===== config.mk =====
export PLATFORM = sky130hd
export DESIGN_NAME = hall_call_scheduler
export DESIGN_NICKNAME = d
export VERILOG_FILES = /design/src/rtl/hall_call_scheduler.sv
export SDC_FILE = /design/constraint.sdc
export NUM_CORES = 1
export LEC_CHECK = 0
export CELL_PAD_IN_SITES_DETAIL_PLACEMENT = 1
export CELL_PAD_IN_SITES_GLOBAL_PLACEMENT = 1
export CORE_MARGIN = 2
export CORE_UTILIZATION = 44
export CTS_CLUSTER_DIAMETER = 80
export DETAILED_ROUTE_END_ITERATION = 16
export PLACE_DENSITY_LB_ADDON = 0.1
export SETUP_SLACK_MARGIN = 0.02
export SKIP_CTS_REPAIR_TIMING = 1
export SYNTH_ARGS = -nofsm -noshare
export SYNTH_HDL_FRONTEND = slang
export SYNTH_SLANG_ARGS = --single-unit

===== constraint.sdc =====
create_clock -name clk -period 12.4 [get_ports clk]
set_clock_uncertainty 0.1 [all_clocks]
set_input_delay 3.1 -clock clk [delete_from_list [all_inputs] [get_ports clk]]
set_output_delay 3.1 -clock clk [all_outputs]
set_load 0.02 [all_outputs]

===== src/rtl/hall_call_scheduler.sv =====
// Hall-call latch and round-robin dispatcher: pending up/down calls drive the lamps,
// and one call at a time is offered to the car controller and held until serviced.
module hall_call_scheduler #(
  parameter int NUM_FLOORS = 4,
  parameter int FLOOR_W    = 2
) (
  input  logic                  clk,
  input  logic                  reset,
  input  logic [NUM_FLOORS-1:0] hall_up_req,
  input  logic [NUM_FLOORS-1:0] hall_dn_req,
  output logic                  disp_valid,
  input  logic                  disp_ready,
  output logic [FLOOR_W-1:0]    disp_floor,
  output logic                  disp_dir_up_ndown,
  input  logic                  service_valid,
  input  logic [FLOOR_W-1:0]    service_floor,
  input  logic                  service_dir_up_ndown,
  output logic [NUM_FLOORS-1:0] hall_up_lamp,
  output logic [NUM_FLOORS-1:0] hall_dn_lamp,
  output logic                  busy,
  output logic [1:0]            fsm_state
);

  localparam int SLOTS  = 2 * NUM_FLOORS;
  localparam int SLOT_W = FLOOR_W + 1;
  // Top floor has no up button, bottom floor has no down button.
  localparam logic [NUM_FLOORS-1:0] UP_MASK = {1'b0, {(NUM_FLOORS-1){1'b1}}};
  localparam logic [NUM_FLOORS-1:0] DN_MASK = {{(NUM_FLOORS-1){1'b1}}, 1'b0};

  // Handshake: a call transfers on a cycle where disp_valid and disp_ready are both 1;
  // while disp_valid is 1 the offered floor/direction stay stable unless the call is
  // serviced first, in which case the offer is withdrawn.
  typedef enum logic [1:0] {IDLE = 2'd0, OFFER = 2'd1, BUSY = 2'd2} state_t;

  state_t            state, state_next;
  logic [SLOTS-1:0]  pending, set_vec, clr_vec, offered_mask, eligible;
  logic [NUM_FLOORS-1:0] up_eff, dn_eff;
  logic [SLOT_W-1:0] rr_last, cur_slot, svc_slot, win_slot, cand;
  logic              win_found, svc_in_range, svc_match;
  logic              load_grant, take_hs;
  int                t;

  assign up_eff       = hall_up_req & UP_MASK;
  assign dn_eff       = hall_dn_req & DN_MASK;
  assign cur_slot     = {disp_floor, disp_dir_up_ndown};
  assign svc_slot     = {service_floor, service_dir_up_ndown};
  assign svc_in_range = 32'(service_floor) < NUM_FLOORS;
  assign svc_match    = service_valid && (svc_slot == cur_slot);

  for (genvar f = 0; f < NUM_FLOORS; f++) begin : g_floor
    assign set_vec[2*f+1]  = up_eff[f];
    assign set_vec[2*f]    = dn_eff[f];
    assign hall_up_lamp[f] = pending[2*f+1];
    assign hall_dn_lamp[f] = pending[2*f];
  end

  for (genvar s = 0; s < SLOTS; s++) begin : g_slot
    assign clr_vec[s]      = service_valid && svc_in_range && (svc_slot == SLOT_W'(s));
    assign offered_mask[s] = (state != IDLE) && (cur_slot == SLOT_W'(s));
  end

  assign eligible = pending & ~offered_mask;

  always_comb begin
    win_found = 1'b0;
    win_slot  = rr_last;
    t         = 0;
    cand      = '0;
    for (int i = 1; i <= SLOTS; i++) begin
      t = int'(rr_last) + i;
      if (t >= SLOTS) t = t - SLOTS;
      cand = SLOT_W'(t);
      if (!win_found && eligible[cand]) begin
        win_found = 1'b1;
        win_slot  = cand;
      end
    end
  end

  always_comb begin
    state_next = state;
    load_grant = 1'b0;
    take_hs    = 1'b0;
    case (state)
      IDLE: begin
        if (win_found) begin
          state_next = OFFER;
          load_grant = 1'b1;
        end
      end
      OFFER: begin
        // A handshake wins over a same-cycle service of the offered call.
        if (disp_ready) begin
          take_hs    = 1'b1;
          state_next = svc_match ? IDLE : BUSY;
        end else if (svc_match) begin
          state_next = IDLE;
        end
      end
      BUSY: begin
        if (svc_match) state_next = IDLE;
      end
      default: state_next = IDLE;
    endcase
  end

  always_ff @(posedge clk or negedge reset) begin
    if (!reset) state <= IDLE;
    else        state <= state_next;
  end

  always_ff @(posedge clk or negedge reset) begin
    if (!reset) begin
      pending           <= '0;
      rr_last           <= SLOT_W'(SLOTS - 1);
      disp_floor        <= '0;
      disp_dir_up_ndown <= 1'b0;
    end else begin
      pending <= (pending | set_vec) & ~clr_vec;
      if (load_grant) {disp_floor, disp_dir_up_ndown} <= win_slot;
      if (take_hs)    rr_last <= cur_slot;
    end
  end

  assign disp_valid = (state == OFFER);
  assign busy       = (state == BUSY);
  assign fsm_state  = state;

endmodule


==> results of run 1 <==
==> power by group through the flow <==
| stage | Clock [uW] | Sequential (uW) | Combinational [uW] |
|---|---|---|---|
| 2_1_floorplan | 0 | 96.4 | 385 |
| 5_1_grt | 49.2 | 122 | 537 |
| 3_5_place_dp | 0 | 119 | 493 |
| 4_1_cts | 46.5 | 118 | 497 |
| 3_3_place_gp | 0 | 115 | 469 |
| 6_report | 44.9 | 118 | 502 |
==> critical path: stages (launching register included) <==
cell,delay (ns)
dfrtp_1,0.52
nor2b_1,0.28
clkdlybuf4s50_1,0.65
==> cells in the mapped netlist (all sizes together) (2+ instances only) <==
master	count
a211oi	3
a21oi	9
a31oi	4
buf	3
clkbuf	4
clkinv	2
dfrtp	13
dfstp	3
ha	2
inv	8
mux2	6
mux2i	19
mux4	12
nand2	12
nand2b	2
nand3	3
nor2	12
nor2b	4
o2111ai	3
o21ai	10
o21bai	3
o22ai	2
o31ai	3
o32a	4
o32ai	2
xnor2	5
xor2	4
==> kinds of logic after synthesis <==
group / after synthesis
flops: 16
fa+ha+maj: 2
buf+inv: 17
simple gates: 38
compound gates: 55
mux: 37
xor+xnor: 9
==> layout make-up <==
cell class	count	area share, %
clock buffer	4	2.643
sequential	16	19.40
timing repair buffer	27	12.97
tap	48	2.883
inverter	10	1.802
multi-input combinational	141	60.30
==> state kept, by name, indices dropped and copies added, names as in the netlist <==
register,count
disp_floor,2
rr_last,3
fsm_state,2
pending,8
disp_dir_up_ndown,1
==> metrics by stage <==
stage	std cells	cell area (um2)	util (%)
after global placement	242	2028	54.58
after floorplan	174	1728	-
after CTS	246	2083	56.06
final	246	2083	56.06
after detailed placement	242	2028	54.58
after global routing	246	2083	56.06
==> worst paths after layout <==
kind / slack (ns) / start / cells after the start / endpoint
worst min-delay path: 0.47 / pending[7]$_DFF_PN0_ / 1 / pending[7]$_DFF_PN0_
worst max-delay path: 7.51 / fsm_state[0]$_DFFE_PN0P_ / 2 / disp_valid
worst max register to register: 8.04 / rr_last[1]$_DFFE_PN1P_ / 8 / disp_floor[0]$_DFFE_PN0P_
min in group asynchronous: 3.17 / reset / 1 / fsm_state[1]$_DFFE_PN0P_
worst min register to register: 0.47 / pending[7]$_DFF_PN0_ / 1 / pending[7]$_DFF_PN0_
max in group asynchronous: 8.58 / reset / 1 / pending[7]$_DFF_PN0_
==> per-layer routing <==
metal	routed length [um]	up-vias	part of all wire, %
met5	0	-	0
met4	49	0	0.92
met3	96	6	1.8
met2	2884	30	54
met1	2288	805	43
li1	-	732	-
==> metrics.md, run 1 <==
| Metric | Value |
|---|---|
| Met2 usage | `50.50%` |
| DIE HEIGHT | `66.67 um` |
| Remaining Overflow, GRT | `0` |
| Max_slew headroom | `between 50% and 60%` |
| Core Footprint | `3716 um2` |
| Net Sw Power | `344.3 uW` |
| Sequential-to-total area share from yosys stat | `23.39%` |
| Worst skew pair latency | `around 0.25 ns` |
| Area leader, netlist | `dfrtp_1` |
| Inserted Diodes | `0` |
| Total CTS buffers | `3` |
| Vias in the first global route | `around 1,700` |
| I/O Pins | `30` |
| Final Max Slew Viols | `0` |
| # nets final | `about 220` |
| Multi-input logic area | `1256 um2` |
| Pwr Total | `664.9 uW` |
| Starting density of the core | `a little under half` |
| CTS root buf | `clkbuf_8` |
| Seq cells post-synth | `16` |
| Syn_nets | `191` |
| CTS tree | `built` |
| Most frequent cells in the layout | `clkdlybuf4s50_1 (27), mux2i_1 (19), dfrtp_1 (13)` |
| Area growth, synth to finish | `20.56%` |
| Top cells by area, synth | `dfrtp_1 (19%), mux4_2 (16%), mux2i_1 (11%)` |
| Initial antenna violation count | `0` |
| Yosys cell types | `50` |
| Simple-Gate Fraction of Synth Area | `around 11%` |
| Unrepaired setup endpoints after global routing | `no` |
| P_leak | `0.0007983 uW` |
| Post-route DRC | `0` |
| GRT Total Usage | `26.33%` |
| Final hold violation count | `0` |
| Int Pwr | `320.6 uW` |
| Clk pwr share | `approximately 6.8%` |
| Vias per cell | `6.394` |
| # fillers | `421` |
| Starting DRT DRC Count | `113` |
| Die Width | `66.67 um` |
| Clock Sinks | `16` |
| Commonest non-fill, non-tap cell in the layout | `clkdlybuf4s50_1` |
| Adder-cell share of the synthesized area | `1.448%` |
| CP Class | `register to output port` |
| Max Cap Viol | `0` |
| Hold slack | `roughly 0.47 ns` |
| PnR worst setup slack | `7.505 ns` |
| Num rows | `22` |
| Pre-antenna DRT Iters | `4` |
| Post-Syn Instances | `174` |
| P per Cell Area | `319.2 nW/um2` |
| Worst slew pin tran | `slightly above 0.7 ns` |
| Placer Congestion | `0.9068` |
| Met3 Usage GRT | `under 10%` |
| Main flop type after synthesis | `dfrtp_1` |
| Final setup vio count | `0` |
| Vias | `between 1,500 and 2,000` |
| FFs w/ async S/R, synth | `100.0%` |
| Final min period | `between 4 and 5 ns` |
| Synthesized area | `1728 um2` |
| Die Footprint | `4444 um2` |
| Routed Antenna Nets | `0` |
| WP data required | `9.20 ns` |
| Synth Warn # | `0` |
| Synth Area in XOR/XNOR | `4.562%` |
| Total negative slack | `0 ns` |
| Top cell type's share of synthesized area | `18.83%` |
| Buffers on Ports | `27` |
| Post-DP HPWL | `around 4100 um` |
| Critical path arrival | `between 1.5 and 2 ns` |
| Register area | `roughly 400 um2` |
| CP startpoint kind | `register` |
| Synthesized area per cell | `slightly below 10 um2` |
| Maximum VDD drop | `0.1468 mV` |
| Combinational fraction of design power | `75.5%` |
| Worst slack at placement | `7.720 ns` |
| Fin crit share | `39.48%` |
| Post-DR wirelength/cell | `21.62 um` |
| Complex-gate fraction of the synthesized area | `between 20% and 30%` |
| Sw frac | `51.78%` |
| Mux cell area share after synthesis | `a little under a third` |
| Worst-path clk slew | `approximately 0.060 ns` |
| Total length of routed wires | `between 5000 and 6000 um` |
| Clk buf depth | `2` |
| Largest family of logic cells by synthesized area | `multiplexers` |
| CTS HTree Levels | `1` |
| Met1 Track Usage GR | `30.78%` |
| Post-synth EDFFs | `0` |
| Critical path capture point type | `output port` |
| FMAX | `about 200 MHz` |
| Sequential share of power | `17.7%` |
| First-pass GRT wire length | `8763 um` |
| Share of cells above drive strength 1 | `18.69%` |
| Grt peak-use layer | `met2` |
| Largest net degree at the start of global routing | `21` |
| Max Fanout on Critical Path | `7` |
| Hold Path Class | `register to register` |
| Status | `finished clean` |
Note: power is estimated with default switching activity, not from simulation.
==> run 2, diff against run 1 <==
--- a/config.mk
+++ b/config.mk
@@ -8,7 +8,7 @@
 export CELL_PAD_IN_SITES_DETAIL_PLACEMENT = 1
 export CELL_PAD_IN_SITES_GLOBAL_PLACEMENT = 1
 export CORE_MARGIN = 2
-export CORE_UTILIZATION = 44
+export CORE_UTILIZATION = 41
 export CTS_CLUSTER_DIAMETER = 80
 export DETAILED_ROUTE_END_ITERATION = 16
 export PLACE_DENSITY_LB_ADDON = 0.1
==> constraint.sdc (replaced) <==
create_clock -name clk -period 5 [get_ports clk]
set_clock_uncertainty 0.1 [all_clocks]
set_input_delay 1.25 -clock clk [delete_from_list [all_inputs] [get_ports clk]]
set_output_delay 1.25 -clock clk [all_outputs]
set_load 0.02 [all_outputs]
==> run 2 against run 1 <==
Combinational power rose to 2.5 times the previous value. Critical endpoint is now disp_dir_up_ndown$_DFFE_PN0P_. Sequential power up 130%. Flip-flop and latch count unchanged. Count of clock-buffer cells in the layout unchanged. Die area up 6.9%. Highest routed layer unchanged. Via count up 0.95%.
==> metrics.md, run 2 (synthesis results as in run 1) <==
| Metric | Value |
|---|---|
| Share of cells above drive strength 1 | `a little under 20%` |
| Critical path capture point type | `register` |
| Starting density of the core | `between 40% and 50%` |
| Final setup vio count | `0` |
| P per Cell Area | `788.0 nW/um2` |
| Reg2reg end | `disp_dir_up_ndown$_DFFE_PN0P_` |
| Post-route DRC | `0` |
| Final Max Slew Viols | `0` |
| First-pass GRT wire length | `between 8000 and 9000 um` |
| Hold depth | `1` |
| CP Class | `register to register` |
| DIE HEIGHT | `68.92 um` |
| # fillers | `between 400 and 500` |
| Clock Sinks | `16` |
| I/O Pins | `30` |
| Status | `finished clean` |
| Max Cap Viol | `0` |
| Critical path arrival | `3.78 ns` |
| Worst reg2reg path depth | `7` |
| Maximum VDD drop | `0.2686 mV` |
| Remaining Overflow, GRT | `0` |
| Vias | `1,588` |
| WP data required | `5.03 ns` |
| Finished Core Util | `52.14%` |
| GRT Total Usage | `23.93%` |
| Worst-path clk slew | `0.06 ns` |
| Max Fanout on Critical Path | `16` |
| Die Width | `68.92 um` |
| Num rows | `23` |
| Unrepaired setup endpoints after global routing | `no` |
| Clk buf depth | `2` |
| Starting DRT DRC Count | `136` |
| Largest net degree at the start of global routing | `20` |
| # nets final | `218` |
| CP startpoint kind | `register` |
| Setup slack, reg-to-reg | `1.25 ns` |
| Die Footprint | `4750 um2` |
| FMAX | `roughly 270 MHz` |
| Inserted Diodes | `0` |
| Worst Hold End | `pending[3]$_DFF_PN0_` |
| Area growth, synth to finish | `21.58%` |
| Total CTS buffers | `3` |
| Largest registers | `pending: 8 flops, rr_last: 3 flops` |
| Vias per cell | `6.352` |
| Most frequent cells in the layout | `clkdlybuf4s50_1 (27), mux2i_1 (19), dfrtp_1 (13)` |
| Final min period | `approximately 3.7 ns` |
| Initial antenna violation count | `0` |
| Buffers on Ports | `27` |
| Total negative slack | `0 ns` |
| Max reg flops | `8` |
| Final instance area | `2101 um2` |
| Pre-antenna DRT Iters | `4` |
| Core Footprint | `4029 um2` |
| Commonest non-fill, non-tap cell in the layout | `clkdlybuf4s50_1` |
| Post-DR wirelength/cell | `around 21 um` |
| Pwr Total | `approximately 1700 uW` |
| Placer Congestion | `~0.87` |
| Placed instance area | `2046 um2` |
| Worst skew pair latency | `0.25 ns` |
| Worst slew pin tran | `0.7316 ns` |
| Total length of routed wires | `~5200 um` |
| CTS root buf | `clkbuf_8` |
| P_leak | `0.0008082 uW` |
| Post-DP HPWL | `4146 um` |
| Hold Path Class | `register to register` |
| Max_slew headroom | `roughly half` |
| CTS tree | `built` |
| Vias in the first global route | `1,690` |
| Most flops, register | `pending` |
| CTS HTree Levels | `1` |
| Fin crit share | `74.94%` |
| Final hold violation count | `0` |
| Hold Crit Start | `pending[3]$_DFF_PN0_` |
| Routed Antenna Nets | `0` |
| Reg-to-Reg Start | `rr_last[0]$_DFFE_PN1P_` |
==> run 2: cell count changes in the layout (fill, tap and decap cells not counted) <==
cell and change:
buf_4 +2
==> run 2: area by class of cell <==
class / instances / area, um2 / area share [%]
tap: 50 / 62.56 / 2.978
timing repair buffer: 29 / 285.3 / 13.58
sequential: 16 / 404.1 / 19.24
clock buffer: 4 / 55.05 / 2.621
multi-input combinational: 141 / 1256 / 59.80
inverter: 10 / 37.54 / 1.787
==> run 2: through the flow <==
step           std cells  worst slack [ns]  hold slack (ns)
4_1_cts              250             1.239           0.4560
2_1_floorplan        174             1.119           0.5236
3_5_place_dp         246             1.260           0.4280
6_report             250             1.253           0.4529
3_3_place_gp         246             1.352           0.4283
5_1_grt              250             1.069           0.4867
==> run 2: power by group <==
group	switching, uW	leakage (uW)	internal [uW]	total, uW
registers	94.8	0.000178	173	268
clock network	43.0	0.0000288	69.9	113
logic	710	0.000602	566	1280
total	847	0.000808	808	1660
==> run 2: how the worst max path moves through the flow <==
stage / startpoint / endpoint / slack, ns / depth (start not counted)
after CTS: rr_last[0]$_DFFE_PN1P_ / disp_dir_up_ndown$_DFFE_PN0P_ / 1.24 / 7
after detailed placement: rr_last[0]$_DFFE_PN1P_ / disp_dir_up_ndown$_DFFE_PN0P_ / 1.26 / 7
after global routing: rr_last[0]$_DFFE_PN1P_ / disp_dir_up_ndown$_DFFE_PN0P_ / 1.07 / 8
after global placement: rr_last[0]$_DFFE_PN1P_ / disp_dir_up_ndown$_DFFE_PN0P_ / 1.35 / 8
final: rr_last[0]$_DFFE_PN1P_ / disp_dir_up_ndown$_DFFE_PN0P_ / 1.25 / 7
after floorplan: rr_last[0]$_DFFE_PN1P_ / disp_dir_up_ndown$_DFFE_PN0P_ / 1.12 / 11
==> run 2: per-layer routing <==
metal	vias to the layer above	track usage (%)	share of wire, %
li1	742	-	-
met1	792	27.40	42
met2	45	45.31	53
met3	9	2.110	3.0
met4	0	9.559	2.0
met5	-	0	0
==> run 2: critical path: stages, from the launching register on <==
cell,delay [ns]
dfstp_2,0.78
inv_2,0.21
ha_1,0.60
clkinv_1,0.19
mux4_2,0.49
nor4_4,0.59
a311oi_2,0.30
mux2_2,0.34
==> run 3, diff against run 2 <==
--- a/config.mk
+++ b/config.mk
@@ -8,7 +8,7 @@
 export CELL_PAD_IN_SITES_DETAIL_PLACEMENT = 1
 export CELL_PAD_IN_SITES_GLOBAL_PLACEMENT = 1
 export CORE_MARGIN = 2
-export CORE_UTILIZATION = 41
+export CORE_UTILIZATION = 37
 export CTS_CLUSTER_DIAMETER = 80
 export DETAILED_ROUTE_END_ITERATION = 16
 export PLACE_DENSITY_LB_ADDON = 0.1
==> constraint.sdc (replaced) <==
create_clock -name clk -period 3.4 [get_ports clk]
set_clock_uncertainty 0.1 [all_clocks]
set_input_delay 0.85 -clock clk [delete_from_list [all_inputs] [get_ports clk]]
set_output_delay 0.85 -clock clk [all_outputs]
set_load 0.02 [all_outputs]
==> run 3 against run 2 <==
Register-to-register slack got worse by 1.1 ns. Flip-flop and latch count unchanged. Routed wire length increased by 5.2%. Worst hold slack improved by 0.014 ns. Sequential power increased by 45%. Critical path depth unchanged. Setup slack got worse by 1.1 ns. Power increased by 54%. First-iteration DRC count decreased by 22%. Critical path type unchanged. Critical endpoint unchanged. Largest cell class unchanged. Highest routed layer unchanged.
==> metrics.md, run 3 (synthesis results as in run 1) <==
| Metric | Value |
|---|---|
| Final min period | `3.225 ns` |
| DIE HEIGHT | `72.34 um` |
| # nets final | `226` |
| Final setup vio count | `0` |
| Pwr Total | `2554 uW` |
| Most frequent cells in the layout | `clkdlybuf4s50_1 (27), mux2i_1 (19), dfrtp_1 (13)` |
| CTS root buf | `clkbuf_8` |
| Vias in the first global route | `1,679` |
| WP data required | `3.43 ns` |
| Num rows | `24` |
| Vias per cell | `between 6 and 7` |
| Final Max Slew Viols | `0` |
| Initial antenna violation count | `0` |
| Worst reg2reg path depth | `7` |
| Maximum VDD drop | `0.3946 mV` |
| Post-route DRC | `0` |
| Status | `finished clean` |
| Routed Antenna Nets | `0` |
| Max_slew headroom | `between 50% and 60%` |
| GRT Total Usage | `22.43%` |
| Hold depth | `1` |
| Max reg flops | `8` |
| Hold Path Class | `register to register` |
| Vias | `1,616` |
| Inserted Diodes | `0` |
| Starting density of the core | `39.14%` |
| Worst-path clk slew | `0.07 ns` |
| Most flops, register | `pending` |
| Area growth, synth to finish | `27.44%` |
| CP Class | `register to register` |
| Total negative slack | `0 ns` |
| Critical path capture point type | `register` |
| Post-DR wirelength/cell | `21.14 um` |
| Die Footprint | `5232 um2` |
| FMAX | `around 310 MHz` |
| Hold Crit Start | `pending[7]$_DFF_PN0_` |
| CP startpoint kind | `register` |
| Max Cap Viol | `0` |
| Clk buf depth | `2` |
| Placer Congestion | `around 0.87` |
| Worst skew pair latency | `0.25 ns` |
| Worst slew pin tran | `0.6964 ns` |
| First-pass GRT wire length | `8963 um` |
| Clock Sinks | `16` |
| Die Width | `approximately 72 um` |
| CTS tree | `built` |
| Placed insts | `256` |
| Layout Cells excl Fill | `260` |
| P_leak | `0.0008524 uW` |
| Core Footprint | `4414 um2` |
| P per Cell Area | `1160 nW/um2` |
| # fillers | `approximately 500` |
| Buffers on Ports | `27` |
| Largest registers | `pending: 8 flops, rr_last: 3 flops` |
| Remaining Overflow, GRT | `0` |
| Share of cells above drive strength 1 | `about 25%` |
| Starting DRT DRC Count | `106` |
| Reg-to-Reg Start | `fsm_state[1]$_DFFE_PN0P_` |
| Total CTS buffers | `3` |
| CTS HTree Levels | `1` |
| I/O Pins | `30` |
| Largest net degree at the start of global routing | `17` |
| Final hold violation count | `0` |
| Total length of routed wires | `5496 um` |
| Post-DP HPWL | `4366 um` |
| Pre-antenna DRT Iters | `4` |
| Max Fanout on Critical Path | `7` |
| Commonest non-fill, non-tap cell in the layout | `clkdlybuf4s50_1` |
| Unrepaired setup endpoints after global routing | `no` |
| Worst Setup SP | `fsm_state[1]$_DFFE_PN0P_` |
| Finished Core Util | `49.89%` |
| Fin crit share | `94.85%` |
| Critical path arrival | `~3.3 ns` |
-- run 3: power by group --
part | total [uW] | internal, uW | switching (uW)
clock network | 148 | 83.1 | 65.1
logic | 2020 | 916 | 1100
registers | 389 | 254 | 136
-- run 3: cell type report --
class / count / area, um2 / area share [%]
well taps: 52 / 65.06 / 2.955
flip-flops and latches: 16 / 404.1 / 18.35
clock buffers: 4 / 45.04 / 2.045
inverters: 10 / 38.79 / 1.761
multi-input cells: 141 / 1304 / 59.20
repair buffers: 37 / 345.3 / 15.68
-- run 3: path summary, 6_finish.rpt --
check                                           endpoint  slack [ns]
hold reg to reg                     pending[7]$_DFF_PN0_        0.47
setup / recovery           disp_dir_up_ndown$_DFFE_PN0P_        0.18
min in group asynchronous           pending[5]$_DFF_PN0_        0.92
max in group asynchronous      disp_floor[1]$_DFFE_PN0P_        1.84
hold / removal                      pending[7]$_DFF_PN0_        0.47
setup reg to reg           disp_dir_up_ndown$_DFFE_PN0P_        0.18
-- run 3: per-stage QoR --
step / worst slack, ns / hold slack, ns / cell area, um2
5_1_grt: 0.03513 / 0.4881 / 2202
3_3_place_gp: 0.2056 / 0.4300 / 2110
6_report: 0.1751 / 0.4666 / 2202
3_5_place_dp: 0.1591 / 0.4404 / 2110
4_1_cts: 0.1305 / 0.4621 / 2155
2_1_floorplan: 0.05875 / 0.4544 / 1733
-- run 3: routing by layer --
metal	GRT usage (%)	up-vias	part of all wire, %
met4	11.11	0	3.2
li1	-	744	-
met3	2.361	14	2.9
met1	27.64	817	43
met2	38.84	41	51
met5	0	-	0
-- run 3: worst max-delay path, stage by stage (launching register included) --
cell and delay [ns]:
dfrtp_1 0.49, o21ai_2 0.40, o21ai_2 0.18, mux2_2 0.36, mux4_2 0.55, nor2b_1 0.17
a311oi_2 0.46, mux2_2 0.39
